--- config.mk ---
export PLATFORM = sky130hd
export DESIGN_NAME = mem_arbiter_flat
export DESIGN_NICKNAME = d
export VERILOG_FILES = /design/src/rtl/mem_arbiter_pkg.sv /design/src/rtl/mem_arbiter_if.sv /design/src/rtl/mem_arbiter_counter.sv /design/src/rtl/mem_arbiter.sv /design/src/flat_wrapper.sv
export SDC_FILE = /design/constraint.sdc
export NUM_CORES = 1
export LEC_CHECK = 0
export ABC_AREA = 0
export BUFFER_PORTS_ARGS = -buffer_cell sky130_fd_sc_hd__buf_2
export CAP_MARGIN = 20
export CORE_MARGIN = 2
export CORE_UTILIZATION = 51
export DETAILED_ROUTE_END_ITERATION = 16
export PLACE_DENSITY = 0.95
export REMOVE_ABC_BUFFERS = 1
export SLEW_MARGIN = 10
export SYNTH_ARGS = -nofsm -noshare
export SYNTH_HDL_FRONTEND = slang
export SYNTH_SLANG_ARGS = --single-unit
--- constraint.sdc ---
create_clock -name clk -period 3.2 [get_ports clk]
set_input_delay 0.16 -clock clk [delete_from_list [all_inputs] [get_ports clk]]
set_output_delay 0.16 -clock clk [all_outputs]
set_load 0.005 [all_outputs]
--- src/rtl/mem_arbiter_pkg.sv ---
// mem_arbiter_pkg: shared types and constants for the I/D cache memory arbiter.
//   state_t     - arbiter FSM states (IDLE, GNT_I, GNT_D)
//   side_t      - which cache side was served last
//   BLOCK_WORDS - words fetched per cache block fill
//   BASE_MASK   - mask turning a miss address into its block base
//   MEM_LATENCY - cycles from mem_enable to the matching mem_data_valid
package mem_arbiter_pkg;

  typedef enum logic [1:0] {
    IDLE  = 2'd0,
    GNT_I = 2'd1,
    GNT_D = 2'd2
  } state_t;

  typedef enum logic {
    SIDE_I = 1'b0,
    SIDE_D = 1'b1
  } side_t;

  localparam int          BLOCK_WORDS = 8;
  localparam logic [15:0] BASE_MASK   = 16'hFFF0;
  localparam int          MEM_LATENCY = 4;

  function automatic logic [15:0] block_base(input logic [15:0] addr);
    return addr & BASE_MASK;
  endfunction

endpackage

--- src/rtl/mem_arbiter_if.sv ---
// mem_arbiter_if: cache-side and memory-side signals of the arbiter.
//   slave  modport - the arbiter's view (requests and memory returns in,
//                    grants, data_valids, data_out and read strobe out)
//   master modport - the environment's view (caches + memory)
//
// Handshake semantics: a *_req is a level held by the cache fill FSM while
// it wants a block; the matching *_grant rises the cycle after the arbiter
// accepts it and stays high until the last word of the block has returned.
// mem_enable is a one-cycle read strobe per word (no back-pressure); the
// memory answers every strobe with exactly one mem_data_valid cycle a fixed
// latency later. *_data_valid qualifies data_out for one cycle per word.
interface mem_arbiter_if;
  import mem_arbiter_pkg::*;

  logic        icache_req;
  logic [15:0] icache_addr;
  logic        dcache_req;
  logic [15:0] dcache_addr;
  logic        icache_grant;
  logic        dcache_grant;
  logic        icache_data_valid;
  logic        dcache_data_valid;
  logic [15:0] data_out;
  logic        mem_enable;
  logic [15:0] mem_addr;
  logic        mem_data_valid;
  logic [15:0] mem_data;

  modport slave (
    input  icache_req, icache_addr, dcache_req, dcache_addr,
           mem_data_valid, mem_data,
    output icache_grant, dcache_grant, icache_data_valid, dcache_data_valid,
           data_out, mem_enable, mem_addr
  );

  modport master (
    output icache_req, icache_addr, dcache_req, dcache_addr,
           mem_data_valid, mem_data,
    input  icache_grant, dcache_grant, icache_data_valid, dcache_data_valid,
           data_out, mem_enable, mem_addr
  );

endinterface

--- src/rtl/mem_arbiter_counter.sv ---
// arb_counter: 3-bit word counter used for both issued reads and returns.
//   clk, rst - clock, asynchronous active-high reset
//   clr      - synchronous clear (wins over en)
//   en       - count one word
//   count    - current value
//   tc       - high while count is on the last word of a block
module arb_counter
  import mem_arbiter_pkg::*;
(
  input  logic       clk,
  input  logic       rst,
  input  logic       clr,
  input  logic       en,
  output logic [2:0] count,
  output logic       tc
);

  always_ff @(posedge clk or posedge rst) begin
    if (rst) begin
      count <= '0;
    end else if (clr) begin
      count <= '0;
    end else if (en) begin
      count <= count + 3'd1;
    end
  end

  assign tc = (count == 3'(BLOCK_WORDS - 1));

endmodule

--- src/rtl/mem_arbiter.sv ---
// mem_arbiter: shares one pipelined memory between the I-cache and D-cache
// fill engines. A granted side gets one 8-word block: 8 back-to-back reads
// at base + 2*k, and the returns are steered to that side's data_valid.
//   clk, rst  - clock, asynchronous active-high reset
//   bus       - mem_arbiter_if.slave (cache requests/grants, memory port)
//   dbg_state - current FSM state
module mem_arbiter
  import mem_arbiter_pkg::*;
(
  input  logic          clk,
  input  logic          rst,
  mem_arbiter_if.slave  bus,
  output state_t        dbg_state
);

  state_t      state, state_n;
  side_t       last_served;
  logic [15:0] base;
  logic [15:0] addr_hold;
  logic [15:0] issue_addr;
  logic        issue_done;
  logic        icache_grant_q, dcache_grant_q;
  logic [2:0]  issue_cnt, ret_cnt;
  logic        issue_tc, ret_tc;
  logic        busy, issuing, ret_fire, fill_done;

  assign busy      = (state != IDLE);
  // Reads go out on the first 8 cycles of a grant, then stop until IDLE.
  assign issuing   = busy && !issue_done;
  // Returns outside a grant (stale after reset, or spurious) are dropped.
  assign ret_fire  = busy && bus.mem_data_valid;
  assign fill_done = ret_fire && ret_tc;
  // 16-bit wrap: a block at FFF0 ends at FFFE without touching the next block.
  assign issue_addr = base + {12'd0, issue_cnt, 1'b0};

  arb_counter u_issue_cnt (
    .clk   (clk),
    .rst   (rst),
    .clr   (!busy),
    .en    (issuing),
    .count (issue_cnt),
    .tc    (issue_tc)
  );

  arb_counter u_ret_cnt (
    .clk   (clk),
    .rst   (rst),
    .clr   (!busy),
    .en    (ret_fire),
    .count (ret_cnt),
    .tc    (ret_tc)
  );

  always_comb begin
    state_n = state;
    unique case (state)
      IDLE: begin
        if (bus.icache_req && bus.dcache_req) begin
          // Tie: serve whichever side did not get the previous block.
          state_n = (last_served == SIDE_I) ? GNT_D : GNT_I;
        end else if (bus.icache_req) begin
          state_n = GNT_I;
        end else if (bus.dcache_req) begin
          state_n = GNT_D;
        end
      end
      GNT_I, GNT_D: begin
        if (fill_done) state_n = IDLE;
      end
      default: state_n = IDLE;
    endcase
  end

  always_ff @(posedge clk or posedge rst) begin
    if (rst) begin
      state          <= IDLE;
      last_served    <= SIDE_I;
      base           <= '0;
      addr_hold      <= '0;
      issue_done     <= 1'b0;
      icache_grant_q <= 1'b0;
      dcache_grant_q <= 1'b0;
    end else begin
      state          <= state_n;
      icache_grant_q <= (state_n == GNT_I);
      dcache_grant_q <= (state_n == GNT_D);
      if (state == IDLE && state_n == GNT_I) base <= block_base(bus.icache_addr);
      if (state == IDLE && state_n == GNT_D) base <= block_base(bus.dcache_addr);
      if (fill_done) last_served <= (state == GNT_D) ? SIDE_D : SIDE_I;
      if (issuing) addr_hold <= issue_addr;
      if (!busy) begin
        issue_done <= 1'b0;
      end else if (issuing && issue_tc) begin
        issue_done <= 1'b1;
      end
    end
  end

  assign bus.icache_grant      = icache_grant_q;
  assign bus.dcache_grant      = dcache_grant_q;
  assign bus.mem_enable        = issuing;
  assign bus.mem_addr          = issuing ? issue_addr : addr_hold;
  assign bus.icache_data_valid = (state == GNT_I) && bus.mem_data_valid;
  assign bus.dcache_data_valid = (state == GNT_D) && bus.mem_data_valid;
  assign bus.data_out          = bus.mem_data;
  assign dbg_state             = state;

endmodule

--- src/flat_wrapper.sv ---
// flat-port wrapper written by rule: the top's interface ports become plain ports
module mem_arbiter_flat import mem_arbiter_pkg::*;
  (clk, rst, dbg_state, bus_icache_req, bus_icache_addr, bus_dcache_req, bus_dcache_addr, bus_mem_data_valid, bus_mem_data, bus_icache_grant, bus_dcache_grant, bus_icache_data_valid, bus_dcache_data_valid, bus_data_out, bus_mem_enable, bus_mem_addr);
  mem_arbiter_if bus_i ();
  input  logic clk;
  input  logic rst;
  output state_t dbg_state;
  input wire logic [$bits(bus_i.icache_req)-1:0] bus_icache_req;
  input wire logic [$bits(bus_i.icache_addr)-1:0] bus_icache_addr;
  input wire logic [$bits(bus_i.dcache_req)-1:0] bus_dcache_req;
  input wire logic [$bits(bus_i.dcache_addr)-1:0] bus_dcache_addr;
  input wire logic [$bits(bus_i.mem_data_valid)-1:0] bus_mem_data_valid;
  input wire logic [$bits(bus_i.mem_data)-1:0] bus_mem_data;
  output wire logic [$bits(bus_i.icache_grant)-1:0] bus_icache_grant;
  output wire logic [$bits(bus_i.dcache_grant)-1:0] bus_dcache_grant;
  output wire logic [$bits(bus_i.icache_data_valid)-1:0] bus_icache_data_valid;
  output wire logic [$bits(bus_i.dcache_data_valid)-1:0] bus_dcache_data_valid;
  output wire logic [$bits(bus_i.data_out)-1:0] bus_data_out;
  output wire logic [$bits(bus_i.mem_enable)-1:0] bus_mem_enable;
  output wire logic [$bits(bus_i.mem_addr)-1:0] bus_mem_addr;
  assign bus_i.icache_req = bus_icache_req;
  assign bus_i.icache_addr = bus_icache_addr;
  assign bus_i.dcache_req = bus_dcache_req;
  assign bus_i.dcache_addr = bus_dcache_addr;
  assign bus_i.mem_data_valid = bus_mem_data_valid;
  assign bus_i.mem_data = bus_mem_data;
  assign bus_icache_grant = bus_i.icache_grant;
  assign bus_dcache_grant = bus_i.dcache_grant;
  assign bus_icache_data_valid = bus_i.icache_data_valid;
  assign bus_dcache_data_valid = bus_i.dcache_data_valid;
  assign bus_data_out = bus_i.data_out;
  assign bus_mem_enable = bus_i.mem_enable;
  assign bus_mem_addr = bus_i.mem_addr;
  mem_arbiter u_core (.clk(clk), .rst(rst), .bus(bus_i), .dbg_state(dbg_state));
endmodule
==> Implementation_results.wiki, run 1 <==
{| class="wikitable"
! Metric !! Value
|-
| Minimum clock period || 2.669 ns
|-
| Period utilization || 0.8339
|-
| Initial DRC count || 62
|-
| Clock slew at the register clock pins of the worst setup and hold paths || about 0.09 ns
|-
| Number of synthesized register bits || 40
|-
| Post-Route WL || about 4.6 mm
|-
| Final-report hold violation count || 19
|-
| Total of hold buffers inserted after clock tree synthesis || 0
|-
| Worst R2R Start || u_core.dbg_state[0]
|-
| Critical Path Start || u_core.dbg_state[0]
|-
| Mean routed wirelength per cell || approximately 17 um
|-
| Overall via count from detail_route || around 1600
|-
| Final Net Count || 285
|-
| Input/output buffers || 51
|-
| Fill cell count || between 300 and 400
|-
| Final worst clock skew || between 0.01 and 0.015 ns
|-
| Maximum cell stage delay along the critical path || ~0.48 ns
|-
| Run status || complete, but fails checks
|-
| Post-synth top area share || 0.4796
|-
| Area growth syn-to-layout || 13.97%
|-
| Maximum number of pins on one net before global-route repair || 22
|-
| DIE AREA || approximately 4600 um2
|-
| Critical path class || reg -> out
|-
| Slew at the pin with the worst max-slew slack || 0.7423 ns
|-
| Critical Path RT || between 3 and 4 ns
|-
| Post-CTS setup buffer count || 0
|-
| Min-Delay Path Class || in -> async
|-
| Placed instance area || 2263 um2
|-
| Element type at the critical path end || primary output
|-
| Total negative setup slack || 0 ns
|-
| DR vias/cell || between 5 and 6
|-
| Top achievable clock speed || about 370 MHz
|-
| Total of endpoints with negative setup slack in the final report || 0
|-
| Resized Gates After CTS || 0
|-
| GRT Residual Overflow || 0
|-
| Synthesis Warnings || 0
|-
| TritonCTS clock tree || yes
|-
| Worst supply voltage drop on vdd || between 500 and 600 uV
|-
| Count of pins on the block boundary || 92
|-
| Most frequent standard cell in the layout excluding fill and tap cells || sky130_fd_sc_hd__buf_2
|-
| Post-layout instance area || between 2000 and 2500 um2
|-
| Via count of the first global-routing pass || 1484
|-
| Most numerous cell on the critical path || sky130_fd_sc_hd__buf_4
|-
| Synthesized area per cell || approximately 11 um2
|-
| Critical path data arrival time || ~2.5 ns
|-
| Proportion of layout cells with a drive suffix above 1 || 0.3867
|-
| DP Wirelength || between 3 and 4 mm
|-
| Number of flops mapped to enable cells by yosys || 0
|-
| Leakage power || 1.160 nW
|-
| Post-synthesis cell area || roughly 2100 um2
|-
| Number of sinks handled by clock tree synthesis || 40
|-
| Final-layout worst hold slack || -0.02864 ns
|-
| Commonest cells after routing, fill and taps aside || sky130_fd_sc_hd__buf_2, sky130_fd_sc_hd__dfrtp_1, sky130_fd_sc_hd__nor3_1
|-
| Seq/Total Area, Yosys || 0.4796
|-
| ANT nets after route || 0
|-
| Cells along the critical path || inv_1 -> ha_1 -> buf_4 -> nor2_1 -> buf_4 -> mux2_2 -> buf_2
|-
| Library cell with the largest summed area after synthesis || sky130_fd_sc_hd__dfrtp_1
|-
| Most frequently used flop master after synthesis || sky130_fd_sc_hd__dfrtp_1
|-
| Clk_lat worst skew || roughly 0.30 ns
|-
| Maximum level of the CTS H-tree || 2
|-
| Fraction of registers with async set or reset after synthesis || 1.000
|-
| Root Driver || sky130_fd_sc_hd__clkbuf_8
|-
| Slew Limit Fails || 0
|-
| Failing checks || hold timing
|-
| Row count || 23
|-
| Type of origin of the critical path || flip-flop
|-
| Starting Density || 0.5255
|-
| Critical-path maximum fanout || 12
|-
| Core Area || just under 4000 um2
|-
| Antenna violations before repair || 0
|-
| Final weighted congestion in routability-driven placement || 0.8697
|-
| Areal power density over the cells || 1069 nW/um2
|-
| Register area || about 1000 um2
|-
| Slew HR || 0.5046
|-
| Number of max-capacitance violations reported || 0
|-
| Gate Count Post-Synth || roughly 190
|-
| Die height || about 68 um
|-
| Wire length of the first global-routing pass || a little over 7 mm
|-
| Distinct cell type count after synthesis || 33
|-
| Chip Width || approximately 70 um
|-
| First-pass DRT Iterations || 5
|-
| Total clock buffers created by CTS || 5
|-
| Critical-path cell with the highest stage delay || sky130_fd_sc_hd__dfrtp_1
|-
| Residual DRC || 0
|-
| Area occupied by multi-input gates || 880.8 um2
|-
| Worst-case clock buffer depth || 2
|-
| Main area contributors after synthesis || sky130_fd_sc_hd__dfrtp_1, sky130_fd_sc_hd__mux2_2, sky130_fd_sc_hd__buf_4
|-
| Aggregate global-route resource usage || 0.2154
|-
| RSZ-0062 raised after global routing || no
|-
| Number of antenna diodes || 0
|}
-- area by class of cell --
cell class,count,area share
Timing Repair Buffer,57,0.1262
Clock buffer,5,0.02893
Inverter,5,0.007891
Tap cell,50,0.02630
Clock inverter,3,0.01946
Sequential cell,40,0.4208
Multi-Input combinational cell,115,0.3703
-- Yosys cell counts, types with 2 or more instances --
cell and n:
sky130_fd_sc_hd__nor2_1 13, sky130_fd_sc_hd__buf_6 2, sky130_fd_sc_hd__o21ai_1 2, sky130_fd_sc_hd__buf_2 2, sky130_fd_sc_hd__nand2b_1 4, sky130_fd_sc_hd__and2_1 3, sky130_fd_sc_hd__nor3_1 24, sky130_fd_sc_hd__dfrtp_1 40
sky130_fd_sc_hd__o221a_1 10, sky130_fd_sc_hd__a21oi_1 2, sky130_fd_sc_hd__mux2i_1 4, sky130_fd_sc_hd__o21ai_0 11, sky130_fd_sc_hd__o221a_2 2, sky130_fd_sc_hd__ha_1 8, sky130_fd_sc_hd__mux2_2 16, sky130_fd_sc_hd__buf_4 17
sky130_fd_sc_hd__nand2_1 2, sky130_fd_sc_hd__clkbuf_1 7, sky130_fd_sc_hd__inv_1 5
-- critical path: cells and delay by family, from the launching register on --
family / cells / cell delay (ns)
adders and majority gates: 1 / 0.28
buffers and inverters: 4 / 0.71
DFF: 1 / 0.48
muxes: 1 / 0.37
and+or+nand+nor: 1 / 0.36
-- metrics by stage --
stage / power, mW / setup slack [ns] / cells / utilization
3_3_place_gp: 2.061 / 0.8550 / 267 / 0.5699
2_1_floorplan: 1.687 / 0.7915 / 160 / -
6_report: 2.544 / 0.5315 / 275 / 0.5989
3_5_place_dp: 2.128 / 0.7968 / 267 / 0.5699
4_1_cts: 2.558 / 0.4654 / 275 / 0.5989
5_1_grt: 2.749 / 0.3107 / 275 / 0.5989
-- report_power, final --
part	internal, mW	switching [mW]	total, mW
Clock	0.235	0.192	0.427
Sequential	0.737	0.131	0.868
Combinational	0.636	0.613	1.25
Total	1.61	0.936	2.54
-- cells by family after synthesis --
kind of cell / after synthesis / synth area share
flip-flops: 40 / 0.4796
XOR/XNOR: 2 / 0.008395
adder cells (fa/ha/maj): 8 / 0.04796
buffers and inverters: 33 / 0.09832
AND/OR/NAND/NOR: 52 / 0.1355
AO/OA/AOI/OAI: 33 / 0.1247
multiplexers: 20 / 0.1055
-- worst paths after layout --
kind                                               end  slack, ns  depth (start not counted)
max                                   bus_mem_addr[13]       0.53                          7
min                        u_core.u_issue_cnt.count[0]      -0.03                          2
max reg2reg                             u_core.base[4]       0.86                          6
min reg2reg                        u_core.addr_hold[4]       0.50                          1
max in group asynchronous          u_core.dbg_state[1]       2.45                          3
min in group clk                       u_core.base[12]       0.12                          2
-- per-layer routing --
metal | wire (um) | vias up | global-route usage
li1 | - | 725 | -
met4 | 99 | 0 | 0.07750
met1 | 1971 | 769 | 0.2740
met3 | 392 | 10 | 0.09704
met5 | 0 | - | 0.05000
met2 | 2132 | 76 | 0.3192
-- flip-flops by register name (all words and copies together), names as in the netlist --
name and cells:
u_core.base 12, u_core.dbg_state 2, u_core.addr_hold 16, u_core.u_ret_cnt.count 3, u_core.u_issue_cnt.count 3, u_core.last_served 1, u_core.bus.icache_grant 1, u_core.bus.dcache_grant 1
u_core.issue_done 1
(Power assumes the default switching activity.)
==> run 2: changes to the inputs <==
- CORE_UTILIZATION: 51 -> 43
- PLACE_DENSITY: 0.95 -> 0.89
- clock period: 3.2 -> 2.4 ns (I/O delays scaled with it)
==> Implementation_results.wiki, run 2 (synthesized netlist as in run 1, its figures left out) <==
{| class="wikitable"
! Metric !! Value
|-
| Largest registers in the final layout || u_core.addr_hold (16), u_core.base (12)
|-
| Worst supply voltage drop on vdd || ~440 uV
|-
| Type of origin of the critical path || flip-flop
|-
| Wire length on met2 || around 2.2 mm
|-
| Final weighted congestion in routability-driven placement || slightly above 0.8
|-
| Area growth syn-to-layout || 15.95%
|-
| Final Non-Filler Cells || between 200 and 300
|-
| Areal power density over the cells || roughly 1400 nW/um2
|-
| Slew HR || 0.6638
|-
| Leakage power || ~1.2 nW
|-
| Commonest cells after routing, fill and taps aside || sky130_fd_sc_hd__buf_2, sky130_fd_sc_hd__dfrtp_1, sky130_fd_sc_hd__nor3_1
|-
| Clock slew at the register clock pins of the worst setup and hold paths || about 0.070 ns
|-
| ANT nets after route || 0
|-
| Top layer used by detailed routing || met4
|-
| Mean routed wirelength per cell || about 17 um
|-
| Overall via count from detail_route || 1560
|-
| Clk_lat worst skew || 0.29 ns
|-
| DIE AREA || between 5000 and 6000 um2
|-
| Via count of the first global-routing pass || about 1600
|-
| WHS Path Cells || 2
|-
| Proportion of layout cells with a drive suffix above 1 || 0.3983
|-
| Worst reg-to-reg setup slack || 0.29 ns
|-
| Worst R2R Start || u_core.u_ret_cnt.count[0]
|-
| Most frequent standard cell in the layout excluding fill and tap cells || sky130_fd_sc_hd__buf_2
|-
| Total clock buffers created by CTS || 5
|-
| Utilization after layout || 0.5157
|-
| Residual DRC || 0
|-
| Number of antenna diodes || 0
|-
| GRT Residual Overflow || 0
|-
| Root Driver || sky130_fd_sc_hd__clkbuf_8
|-
| First-pass DRT Iterations || 4
|-
| Input/output buffers || 51
|-
| Die height || about 74 um
|-
| RSZ-0062 raised after global routing || no
|-
| Critical-path maximum fanout || 12
|-
| Number of sinks handled by clock tree synthesis || 40
|-
| Critical Path RT || approximately 2.6 ns
|-
| Element type at the critical path end || flip-flop
|-
| Total of endpoints with negative setup slack in the final report || 0
|-
| Minimum clock period || about 2.1 ns
|-
| Initial DRC count || between 80 and 90
|-
| Chip Width || approximately 74 um
|-
| TritonCTS clock tree || yes
|-
| Critical path data arrival time || approximately 2.3 ns
|-
| Slew at the pin with the worst max-slew slack || between 0.5 and 0.6 ns
|-
| Placed instance area || 2313 um2
|-
| Post-Route WL || roughly 4.7 mm
|-
| Worst-case clock buffer depth || 2
|-
| Count of pins on the block boundary || between 90 and 100
|-
| Row count || 25
|-
| Aggregate global-route resource usage || 0.1870
|-
| Starting Density || 0.4448
|-
| Antenna violations before repair || 0
|-
| Run status || completed
|-
| Worst r2r path cells || 6
|-
| Period utilization || 0.8777
|-
| Routed wire length on met3 || approximately 430 um
|-
| Maximum level of the CTS H-tree || 2
|-
| Met1 Routed Length || 2.082 mm
|-
| DP Wirelength || between 3 and 4 mm
|-
| Total power || 3.375 mW
|-
| Final worst clock skew || ~0.0036 ns
|-
| Register bank with the most flops || u_core.addr_hold
|-
| Placed Cells incl. Taps || roughly 280
|-
| Final-layout worst hold slack || 0.09625 ns
|-
| Start point of the worst min-delay path || bus_icache_addr[8]
|-
| Post-layout instance area || between 2000 and 2500 um2
|-
| Crit Reg-Reg Endpoint || u_core.base[13]
|-
| Critical path class || reg -> reg
|-
| Largest register FFs || 16
|-
| Top achievable clock speed || 474.7 MHz
|-
| DR vias/cell || about 5.5
|-
| Resized Gates After CTS || 0
|-
| Number of max-capacitance violations reported || 0
|-
| Core Area || 4692 um2
|-
| Min-Delay Path Class || in -> reg
|-
| Wire length of the first global-routing pass || approximately 7.6 mm
|-
| Final-report hold violation count || 0
|-
| Slew Limit Fails || 0
|-
| End of the worst hold path || u_core.base[8]
|-
| Maximum number of pins on one net before global-route repair || slightly above 40
|-
| Final Net Count || 292
|}
run 2: critical path, stage by stage (launching register included):
cell and delay, ns:
sky130_fd_sc_hd__dfrtp_1 0.40, sky130_fd_sc_hd__ha_1 0.20, sky130_fd_sc_hd__ha_1 0.21, sky130_fd_sc_hd__nand3b_4 0.10, sky130_fd_sc_hd__a32oi_1 0.14, sky130_fd_sc_hd__or4_4 0.66
sky130_fd_sc_hd__o221a_2 0.29
run 2: per-stage QoR:
stage	TNS, ns	setup WS (ns)
4_1_cts	0	0.2907
3_5_place_dp	0	0.3148
5_1_grt	0	0.1789
3_3_place_gp	0	0.3723
2_1_floorplan	-0.01700	-0.008498
6_report	0	0.2936
run 2: layer usage:
layer  track usage  vias up
li1              -      740
met1        0.2412      757
met2        0.2698       59
met3       0.09328        4
met4       0.06061        0
met5       0.04040        -
run 2: final cells by class:
| type | count | area, um2 |
|---|---|---|
| clock buffer | 7 | 96.34 |
| fill | 418 | 2272 |
| inverter | 5 | 18.77 |
| multi-input combinational | 115 | 880.8 |
| sequential | 40 | 1001 |
| tap | 54 | 67.56 |
| timing repair buffer | 64 | 355.3 |
run 2: worst max path at each step:
stage                     cells after the start               to                      start  slack (ns)
after floorplan                               6  u_core.base[13]        u_core.dbg_state[0]      -0.008
after global placement                        6  u_core.base[13]  u_core.u_ret_cnt.count[0]        0.37
after detailed placement                      6  u_core.base[13]  u_core.u_ret_cnt.count[0]        0.31
after CTS                                     6  u_core.base[13]  u_core.u_ret_cnt.count[0]        0.29
after global routing                          7  bus_mem_addr[4]        u_core.dbg_state[1]        0.18
final                                         6  u_core.base[13]  u_core.u_ret_cnt.count[0]        0.29
run 2: what timing repair did:
action	in CTS	in global routing
buffers inserted	0	0
setup endpoints to repair	0	0
hold endpoints to repair	40	0
hold buffers	1	0
run 2: power by group:
| part | total (mW) | internal (mW) | switching (mW) | leakage (nW) |
|---|---|---|---|---|
| sequential | 1.14 | 0.983 | 0.157 | 0.500 |
| combinational | 1.76 | 0.911 | 0.847 | 0.639 |
| clock | 0.476 | 0.256 | 0.221 | 0.0503 |
| total | 3.38 | 2.15 | 1.22 | 1.19 |
==> run 3: changes to the inputs <==
- PLACE_DENSITY: 0.89 -> 0.77
==> Implementation_results.wiki, run 3 (synthesized netlist as in run 1, its figures left out) <==
{| class="wikitable"
! Metric !! Value
|-
| Run status || completed
|-
| GRT Residual Overflow || 0
|-
| Die height || approximately 74 um
|-
| Clock slew at the register clock pins of the worst setup and hold paths || ~0.08 ns
|-
| Mean routed wirelength per cell || 16.30 um
|-
| Maximum number of pins on one net before global-route repair || slightly above 40
|-
| Number of sinks handled by clock tree synthesis || 40
|-
| First-pass DRT Iterations || 4
|-
| Residual DRC || 0
|-
| Leakage power || between 1 and 1.5 nW
|-
| Area occupied by multi-input gates || about 880 um2
|-
| Maximum cell stage delay along the critical path || 0.37 ns
|-
| Starting Density || 0.4448
|-
| Critical-path cell with the highest stage delay || sky130_fd_sc_hd__mux2_2
|-
| Critical path data arrival time || between 2 and 2.5 ns
|-
| Worst Setup Slack, final || roughly 0.14 ns
|-
| Final worst clock skew || 0.004629 ns
|-
| Proportion of layout cells with a drive suffix above 1 || 0.4026
|-
| Via count of the first global-routing pass || about 1500
|-
| RSZ-0062 raised after global routing || no
|-
| Slew HR || 0.6600
|-
| WP buf/inv || 4
|-
| DR vias/cell || ~5.4
|-
| Register area || 1001 um2
|-
| Cells along the critical path || inv_1 -> ha_1 -> buf_4 -> nor2_2 -> buf_6 -> mux2_2 -> buf_2
|-
| Slew Limit Fails || 0
|-
| Final Net Count || roughly 290
|-
| Area growth syn-to-layout || 16.61%
|-
| Antenna violations before repair || 0
|-
| Overall via count from detail_route || around 1600
|-
| Root Driver || sky130_fd_sc_hd__clkbuf_8
|-
| Number of antenna diodes || 0
|-
| Min-Delay Path Class || in -> reg
|-
| Post-CTS setup buffer count || 0
|-
| Row count || 25
|-
| ANT nets after route || 0
|-
| Register bank with the most flops || u_core.addr_hold
|-
| TritonCTS clock tree || yes
|-
| Type of origin of the critical path || flip-flop
|-
| Aggregate global-route resource usage || 0.1791
|-
| Worst supply voltage drop on vdd || 848.0 uV
|-
| Post-Route WL || roughly 4.6 mm
|-
| Total negative setup slack || 0 ns
|-
| Critical-path maximum fanout || 13
|-
| Input/output buffers || roughly 50
|-
| Maximum level of the CTS H-tree || 2
|-
| Slew at the pin with the worst max-slew slack || 0.5100 ns
|-
| Placed Cells incl. Taps || around 280
|-
| Total clock buffers created by CTS || 5
|-
| DP Wirelength || about 3.4 mm
|-
| Final-report hold violation count || 0
|-
| Areal power density over the cells || between 1000 and 1500 nW/um2
|-
| Core Area || roughly 4700 um2
|-
| Top achievable clock speed || 442.0 MHz
|-
| Largest registers in the final layout || u_core.addr_hold (16), u_core.base (12)
|-
| Total power || approximately 3.4 mW
|-
| Period utilization || 0.9427
|-
| Wire length of the first global-routing pass || ~7.3 mm
|-
| Count of pins on the block boundary || roughly 90
|-
| Largest register FFs || 16
|-
| Critical Path RT || 2.28 ns
|-
| Most frequent standard cell in the layout excluding fill and tap cells || sky130_fd_sc_hd__buf_2
|-
| Final weighted congestion in routability-driven placement || about 0.82
|-
| Clk_lat worst skew || between 0.2 and 0.3 ns
|-
| Element type at the critical path end || primary output
|-
| Final Non-Filler Cells || ~290
|-
| DIE AREA || ~5400 um2
|-
| Critical path class || reg -> out
|-
| Initial DRC count || 46
|-
| Number of max-capacitance violations reported || 0
|-
| Total of endpoints with negative setup slack in the final report || 0
|-
| Commonest cells after routing, fill and taps aside || sky130_fd_sc_hd__buf_2, sky130_fd_sc_hd__dfrtp_1, sky130_fd_sc_hd__nor3_1
|-
| Worst slack, placed || 0.2846 ns
|-
| Fill cell count || roughly 440
|-
| Chip Width || around 74 um
|-
| Worst-case clock buffer depth || 2
|-
| Critical path's top delay family || buffers and inverters
|-
| Minimum clock period || 2.262 ns
|}
==> run 3: final timing paths <==
| kind | from | to | slack, ns | cells after the start |
|---|---|---|---|---|
| worst max-delay path | u_core.dbg_state[0] | bus_mem_addr[4] | 0.14 | 7 |
| max in group asynchronous | rst | u_core.addr_hold[12] | 1.56 | 4 |
| min in group asynchronous | rst | u_core.u_issue_cnt.count[2] | 0.48 | 4 |
| worst min register to register | u_core.addr_hold[3] | u_core.addr_hold[3] | 0.50 | 1 |
| worst max register to register | u_core.u_ret_cnt.count[0] | u_core.base[7] | 0.31 | 6 |
| worst min-delay path | bus_icache_addr[5] | u_core.base[5] | 0.1 | 2 |
==> run 3: what timing repair did <==
item | 4_1_cts | 5_1_grt
hold buffers | 1 | 0
endpoints found under the setup margin | 12 | 12
resized for setup | 1 | 1
hold endpoints to repair | 40 | 0
==> run 3: metrics by stage <==
stage	area [um2]	hold slack, ns	utilization
floorplan	1901	0.2400	-
global placement	2306	0.2400	0.4915
detailed placement	2306	0.2400	0.4915
CTS	2430	0.08812	0.5179
global route	2434	0.09145	0.5187
finish	2434	0.09758	0.5187
==> run 3: cell type report <==
| type | count | share of cell area |
|---|---|---|
| timing repair buffer | 63 | 0.1445 |
| tap | 54 | 0.02776 |
| multi-input combinational | 115 | 0.3630 |
| sequential | 40 | 0.4113 |
| clock inverter | 3 | 0.01748 |
| clock buffer | 5 | 0.02828 |
| inverter | 5 | 0.007712 |
==> run 3: layer usage <==
metal / share of wire / global-route usage
met5: 0 / 0.04040
met1: 0.45 / 0.2383
met2: 0.47 / 0.2629
met3: 0.074 / 0.07819
met4: 0.0075 / 0.04848
==> run 3: where the power goes <==
part | switching (mW) | leakage, nW | internal, mW
Sequential | 0.156 | 0.500 | 0.983
Combinational | 0.845 | 0.635 | 0.908
Clock | 0.235 | 0.0541 | 0.308
